## src/rtl/cia_sp_pkg.sv

```systemverilog
// Shared types and defaults for the CIA serial-port link partner.
package cia_sp_pkg;

    typedef enum logic [2:0] {
        TX_IDLE,
        TX_LOW,
        TX_HIGH,
        TX_GAP,
        TX_FLAG
    } tx_state_e;

    localparam int BIT_CNT_W           = 3;
    localparam int DEFAULT_HALF_PERIOD = 4;
    localparam int DEFAULT_RX_TIMEOUT  = 64;

endpackage

```

## src/rtl/cia_sp_rx.sv

```systemverilog
// Receive side: samples SP on CIA-driven CNT rising edges, assembles bytes MSB first,
// and abandons a partial byte after RX_TIMEOUT quiet phi2 ticks.
module cia_sp_rx
    import cia_sp_pkg::*;
#(
    parameter int RX_TIMEOUT = DEFAULT_RX_TIMEOUT
) (
    input  logic       clk,
    input  logic       res_n,
    input  logic       phi2_p,
    input  logic       cnt_in,
    input  logic       sp_in,
    input  logic       tx_idle,
    output logic [7:0] rx_data,
    output logic       rx_valid,
    output logic       rx_err,
    output logic       rx_active
);

    logic                 cnt_q;
    logic                 cnt_prev;
    logic                 sp_q;
    logic                 edge_seen;
    logic [BIT_CNT_W-1:0] bit_cnt;
    logic [7:0]           rx_shift;
    logic [15:0]          to_cnt;

    // Edges are only honoured while our own transmitter is silent (half duplex).
    assign edge_seen = cnt_q & ~cnt_prev & tx_idle;
    assign rx_active = (bit_cnt != '0);

    always_ff @(posedge clk or negedge res_n) begin
        if (!res_n) begin
            cnt_q    <= 1'b1;
            cnt_prev <= 1'b1;
            sp_q     <= 1'b1;
            bit_cnt  <= '0;
            rx_shift <= '0;
            to_cnt   <= '0;
            rx_data  <= '0;
            rx_valid <= 1'b0;
            rx_err   <= 1'b0;
        end else begin
            rx_valid <= 1'b0;
            rx_err   <= 1'b0;
            if (phi2_p) begin
                cnt_q    <= cnt_in;
                cnt_prev <= cnt_q;
                sp_q     <= sp_in;
                if (edge_seen) begin
                    // An edge on the timeout tick still completes the byte.
                    rx_shift <= {rx_shift[6:0], sp_q};
                    bit_cnt  <= bit_cnt + BIT_CNT_W'(1);
                    to_cnt   <= '0;
                    if (&bit_cnt) begin
                        rx_data  <= {rx_shift[6:0], sp_q};
                        rx_valid <= 1'b1;
                    end
                end else if (rx_active) begin
                    if (to_cnt == 16'(RX_TIMEOUT - 1)) begin
                        bit_cnt <= '0;
                        to_cnt  <= '0;
                        rx_err  <= 1'b1;
                    end else begin
                        to_cnt <= to_cnt + 16'd1;
                    end
                end else begin
                    to_cnt <= '0;
                end
            end
        end
    end

endmodule

```

## src/rtl/cia_sp_peer.sv

```systemverilog
// Link partner for the 6526 CIA serial port: clocks bytes into a CIA on CNT/SP and
// receives bytes the CIA shifts out, half duplex.
module cia_sp_peer
    import cia_sp_pkg::*;
#(
    parameter int HALF_PERIOD = DEFAULT_HALF_PERIOD,
    parameter int RX_TIMEOUT  = DEFAULT_RX_TIMEOUT
) (
    input  logic       clk,
    input  logic       res_n,
    input  logic       phi2_p,
    input  logic [7:0] tx_data,
    input  logic       tx_valid,
    output logic       tx_ready,
    output logic [7:0] rx_data,
    output logic       rx_valid,
    output logic       rx_err,
    output logic       busy,
    input  logic       cnt_in,
    input  logic       sp_in,
    output logic       cnt_out,
    output logic       sp_out,
    output logic       flag_n
);

    localparam logic [7:0] HP_LAST = 8'(HALF_PERIOD - 1);

    tx_state_e            state;
    logic [7:0]           tx_shift;
    logic [7:0]           hp_cnt;
    logic [BIT_CNT_W-1:0] tx_bits;
    logic                 hp_done;
    logic                 hp_first;
    logic                 rx_active;

    assign hp_done  = (hp_cnt == HP_LAST);
    assign hp_first = (hp_cnt == 8'd0);
    assign tx_ready = (state == TX_IDLE) && !rx_active;
    assign busy     = (state != TX_IDLE) || rx_active;

    cia_sp_rx #(
        .RX_TIMEOUT (RX_TIMEOUT)
    ) u_rx (
        .clk       (clk),
        .res_n     (res_n),
        .phi2_p    (phi2_p),
        .cnt_in    (cnt_in),
        .sp_in     (sp_in),
        .tx_idle   (state == TX_IDLE),
        .rx_data   (rx_data),
        .rx_valid  (rx_valid),
        .rx_err    (rx_err),
        .rx_active (rx_active)
    );

    // Line levels change on the first tick of each state; hp_cnt counts ticks within it.
    always_ff @(posedge clk or negedge res_n) begin
        if (!res_n) begin
            state    <= TX_IDLE;
            tx_shift <= '0;
            hp_cnt   <= '0;
            tx_bits  <= '0;
            cnt_out  <= 1'b1;
            sp_out   <= 1'b1;
            flag_n   <= 1'b1;
        end else begin
            unique case (state)
                TX_IDLE: begin
                    if (tx_valid && tx_ready) begin
                        tx_shift <= tx_data;
                        hp_cnt   <= '0;
                        tx_bits  <= '0;
                        state    <= TX_LOW;
                    end
                end
                TX_LOW: begin
                    if (phi2_p) begin
                        hp_cnt <= hp_done ? '0 : hp_cnt + 8'd1;
                        if (hp_first) begin
                            cnt_out <= 1'b0;
                            sp_out  <= tx_shift[7];
                        end
                        if (hp_done) state <= TX_HIGH;
                    end
                end
                TX_HIGH: begin
                    if (phi2_p) begin
                        hp_cnt <= hp_done ? '0 : hp_cnt + 8'd1;
                        if (hp_first) cnt_out <= 1'b1;
                        if (hp_done) begin
                            tx_shift <= {tx_shift[6:0], 1'b0};
                            tx_bits  <= tx_bits + BIT_CNT_W'(1);
                            state    <= (&tx_bits) ? TX_GAP : TX_LOW;
                        end
                    end
                end
                TX_GAP: begin
                    // Covers the CIA's extra cycle moving the shifter into SDR.
                    if (phi2_p) begin
                        hp_cnt <= hp_done ? '0 : hp_cnt + 8'd1;
                        if (hp_first) sp_out <= 1'b1;
                        if (hp_done) state <= TX_FLAG;
                    end
                end
                TX_FLAG: begin
                    if (phi2_p) begin
                        hp_cnt <= '0;
                        if (flag_n) begin
                            flag_n <= 1'b0;
                        end else begin
                            flag_n <= 1'b1;
                            state  <= TX_IDLE;
                        end
                    end
                end
                default: state <= TX_IDLE;
            endcase
        end
    end

endmodule

```

## config.mk

```make
export PLATFORM = sky130hd
export DESIGN_NAME = cia_sp_peer
export DESIGN_NICKNAME = d
export VERILOG_FILES = /design/src/rtl/cia_sp_pkg.sv /design/src/rtl/cia_sp_rx.sv /design/src/rtl/cia_sp_peer.sv
export SDC_FILE = /design/constraint.sdc
export NUM_CORES = 1
export LEC_CHECK = 0
export BUFFER_PORTS_ARGS = -buffer_cell sky130_fd_sc_hd__buf_2
export CORE_ASPECT_RATIO = 2
export CORE_UTILIZATION = 40
export DETAILED_ROUTE_END_ITERATION = 7
export PLACE_DENSITY = 0.67
export SKIP_LAST_GASP = 1
export SYNTH_ARGS = -nofsm -noshare
export SYNTH_HDL_FRONTEND = slang
export SYNTH_SLANG_ARGS = --single-unit
```

## constraint.sdc

```tcl
create_clock -name clk -period 2.1 [get_ports clk]
set_clock_uncertainty 0.2 [all_clocks]
set_input_delay 0.315 -clock clk [delete_from_list [all_inputs] [get_ports clk]]
set_output_delay 0.315 -clock clk [all_outputs]
set_load 0.05 [all_outputs]
```

==> results.toml <==
[hold_path]
hp-class = "input port to flip-flop"
holdPathStages = 2

[global_route]
gr-usage-all-layers_pct = 19.94
grt_first_pass_wirelength_um = 12560
grt_overflow = 0
antenna_found_initial = 0
grt_max_degree = 49
grt_pass1_vias = 2673

[synth]
ys_types = 49
synthesis.nets = 332
synth_compound_area_share_pct = 13.55
synth-seq-cells = 64
async_reset_ff_share_pct = 100.0
postSynthAreaPerCell_um2 = 10.36
synth-main-ff-cell = "dfrtp_1"
yosys_warnings = 0
synth_top_family_by_area = "simple AND/OR/NAND/NOR gates"
synthTopCellsByArea = "dfrtp_1, dfstp_2, nand2_1"
synthesis.area_um2 = 3213
synthSimpleGateAreaFrac_pct = 20.33
synthXorXnorAreaFrac_pct = 1.636
yosysSeqAreaShare_pct = 50.08
synthAdderAreaFrac_pct = 3.115
synth_top_area_cell = "dfrtp_1"
synthCells = 310
synthMuxAreaShare_pct = 7.321
synth_top_area_share_pct = 45.17
synth_edf_count = 0

[worst_setup_path]
crit_chain = "nor4_1 > nand4_1 > nand2_1 > a22oi_1"
crit_arrival_ns = 2.02
critPathRequiredTime_ns = 2.10
ff2ff_path_depth = 4
path_max_fanout = 8
cp_slowest_cell = "nor4_1"
slowest_delay_ns = 0.44
startpoint_type = "flip-flop"
end_kind = "flip-flop"
path_class = "flip-flop to flip-flop"

[finish]
drive_gt1_share_pct = 27.81
seqCellArea_um2 = 1609
num-nets-final = 391
antenna_cells = 0
n_fill_cell = 730
multi_input_area_um2 = 1499
syn_to_final_growth_pct = 23.40

[sta]
report.final.hold_viol_count = 0
drv_slew = 0
slew_headroom_pct = 68.89
worst_slew_pin_slew_ns = 0.4667
tns_ns = 0
final.min_clock_period_ns = 2.018
rsz0062_at_grt = "false"
setup_viol = 0
final.period_utilization_pct = 96.08
worst_slack_ns = 0.08223
fmax_mhz = 495.6

[power_and_ir_drop]
clockPowerShare_pct = 29.0
power_frac_comb_pct = 31.8
vdd.ir_drop.worst_mv = 0.5836
p_int_uw = 2973
p_per_area_nw_per_um2 = 1186
leakage_uw = 0.001860
switching_share_pct = 36.76
pwr-share-seq_pct = 39.2
power.net_switching_uw = 1728

[clock_tree]
cts_root_buffer = "clkbuf_16"
htreeDepth = 3
cts_buffers = 9
cts.clk_slew.worst_paths_ns = 0.06
cts_max_path_buffers = 2
clk_latency_ns = 0.33
clock_sinks = 64
cts_tree = "done"

[detailed_routing]
wl_per_cell_um = 15.85
drc = 0
via_per_inst = 5.647
vias = 2643
drtAntennaViolNets = 0
drt_iter0_drc = 147
dr.pass1.iters = 4
wl_um = 7420

[floorplanning]
die_w_um = 65.38
die_area_um2 = 8417
start_util_pct = 41.96
core_area_um2 = 7657
dieHeight_um = 128.8
ios = 29
rows = 45

[run_status]
status = "finished, final reports clean"

[placement]
numPortBuffers = 28
pre_cts_ws_ns = 0.08636
hpwl_um = 5303
place_congestion = 0.8810

[run]
timing.max_cap.violations = 0
[metal layers]
layer | GRT usage (%) | vias to the layer above | routed length, um
met5 | 0 | - | 0
met4 | 12.02 | 0 | 285
met3 | 4.610 | 20 | 195
met2 | 34.93 | 48 | 4069
met1 | 21.06 | 1312 | 2870
li1 | - | 1263 | -
[Yosys cell counts, drive strengths merged (3+ instances only)]
cell type and number:
dfrtp 58, nand2 39, nand3 24, inv 18, o21ai 16, nand4 14
mux2 12, a21oi 10, mux2i 10, buf 9, ha 8, a31oi 7
nor2 7, a22o 6, dfstp 6, and3 5, nor4 5, xnor2 5
and2 4, and4 4, nand3b 4, nor2b 4, o311ai 4, a22oi 3
nor3 3, o22ai 3, o2bb2ai 3
[registers in the layout, indices dropped and copies added (netlist names), 3 cells and up]
name           cells
u_rx.rx_data       8
u_rx.bit_cnt       3
hp_cnt             8
u_rx.to_cnt       16
state              3
tx_shift           8
tx_bits            3
u_rx.rx_shift      7
[worst max-delay path: cells and delay by family (launching register included)]
| family | cells | cell delay (ns) |
|---|---|---|
| flip-flops | 1 | 0.37 |
| AND/OR/NAND/NOR | 3 | 1.17 |
| AO/OA/AOI/OAI | 1 | 0.14 |
[area by class of cell]
type                    instances  share of cell area (%)
clock inverters                 5                  0.8204
clock buffers                  11                   6.122
flip-flops and latches         64                   40.58
multi-input cells             217                   37.80
repair buffers                 59                   10.00
well taps                      94                   2.966
inverters                      18                   1.704
[path summary, 6_finish.rpt]
path	start	endpoint	slack [ns]
setup / recovery	u_rx.to_cnt[9]	u_rx.to_cnt[15]	0.08
hold / removal	sp_in	u_rx.sp_q	0.02
setup reg to reg	u_rx.to_cnt[9]	u_rx.to_cnt[15]	0.08
hold reg to reg	u_rx.rx_shift[6]	u_rx.rx_shift[6]	0.27
max in group asynchronous	res_n	u_rx.sp_q	0.77
min in group asynchronous	res_n	tx_shift[5]	0.27
[power by group through the flow]
| stage | Clock (uW) | Sequential, uW | Combinational, uW |
|---|---|---|---|
| 3_5_place_dp | 0 | 1860 | 1410 |
| 6_report | 1360 | 1840 | 1490 |
| 2_1_floorplan | 0 | 1880 | 929 |
| 3_3_place_gp | 0 | 1850 | 1380 |
| 5_1_grt | 1450 | 1890 | 1640 |
| 4_1_cts | 1390 | 1840 | 1460 |
[cells in the final DEF (no fill, tap or decap), types with 3 or more instances in the layout]
cell and instances:
xnor2_1 5, ha_1 8, inv_1 18, dfrtp_1 58, and3_1 4, o21ai_0 16, o2bb2ai_1 3, a31oi_1 7
a22o_1 6, mux2i_1 10, and2_1 3, buf_2 26, a21oi_1 8, nor2b_1 3, clkinvlp_4 3, nor4_1 4
buf_4 30, and4_1 4, nand3b_1 4, nand3_1 23, mux2_2 12, nor2_1 7, o311ai_1 3, dfstp_2 6
a22oi_1 3, o22ai_1 3, nand2_1 39, nand4_1 13, clkbuf_16 9
[logic make-up after synthesis]
kind of cell               count (synthesis)
adders and majority gates                  8
DFF                                       64
xor gates and xnor gates                   6
buffers and inverters                     29
and+or+nand+nor                          117
AOI/OAI and AO/OA                         64
muxes                                     22
[through the flow]
stage / power (uW) / area, um^2 / utilization (%) / hold slack, ns / cells
2_1_floorplan: 2810 / 3214 / - / -0.1806 / 310
3_3_place_gp: 3225 / 3627 / 47.37 / 0.07693 / 448
3_5_place_dp: 3270 / 3627 / 47.37 / 0.08651 / 448
4_1_cts: 4699 / 3933 / 51.36 / 0.008712 / 466
5_1_grt: 4991 / 3965 / 51.78 / 0.01538 / 468
6_report: 4701 / 3965 / 51.78 / 0.01866 / 468
[what timing repair did]
action	4_1_cts	5_1_grt
hold endpoints to repair	14	0
pin swaps	1	1
setup buffers	1	2
endpoints found under the setup margin	2	14
hold buffers	1	0
gates resized for setup	4	4
(Power assumes the default switching activity.)
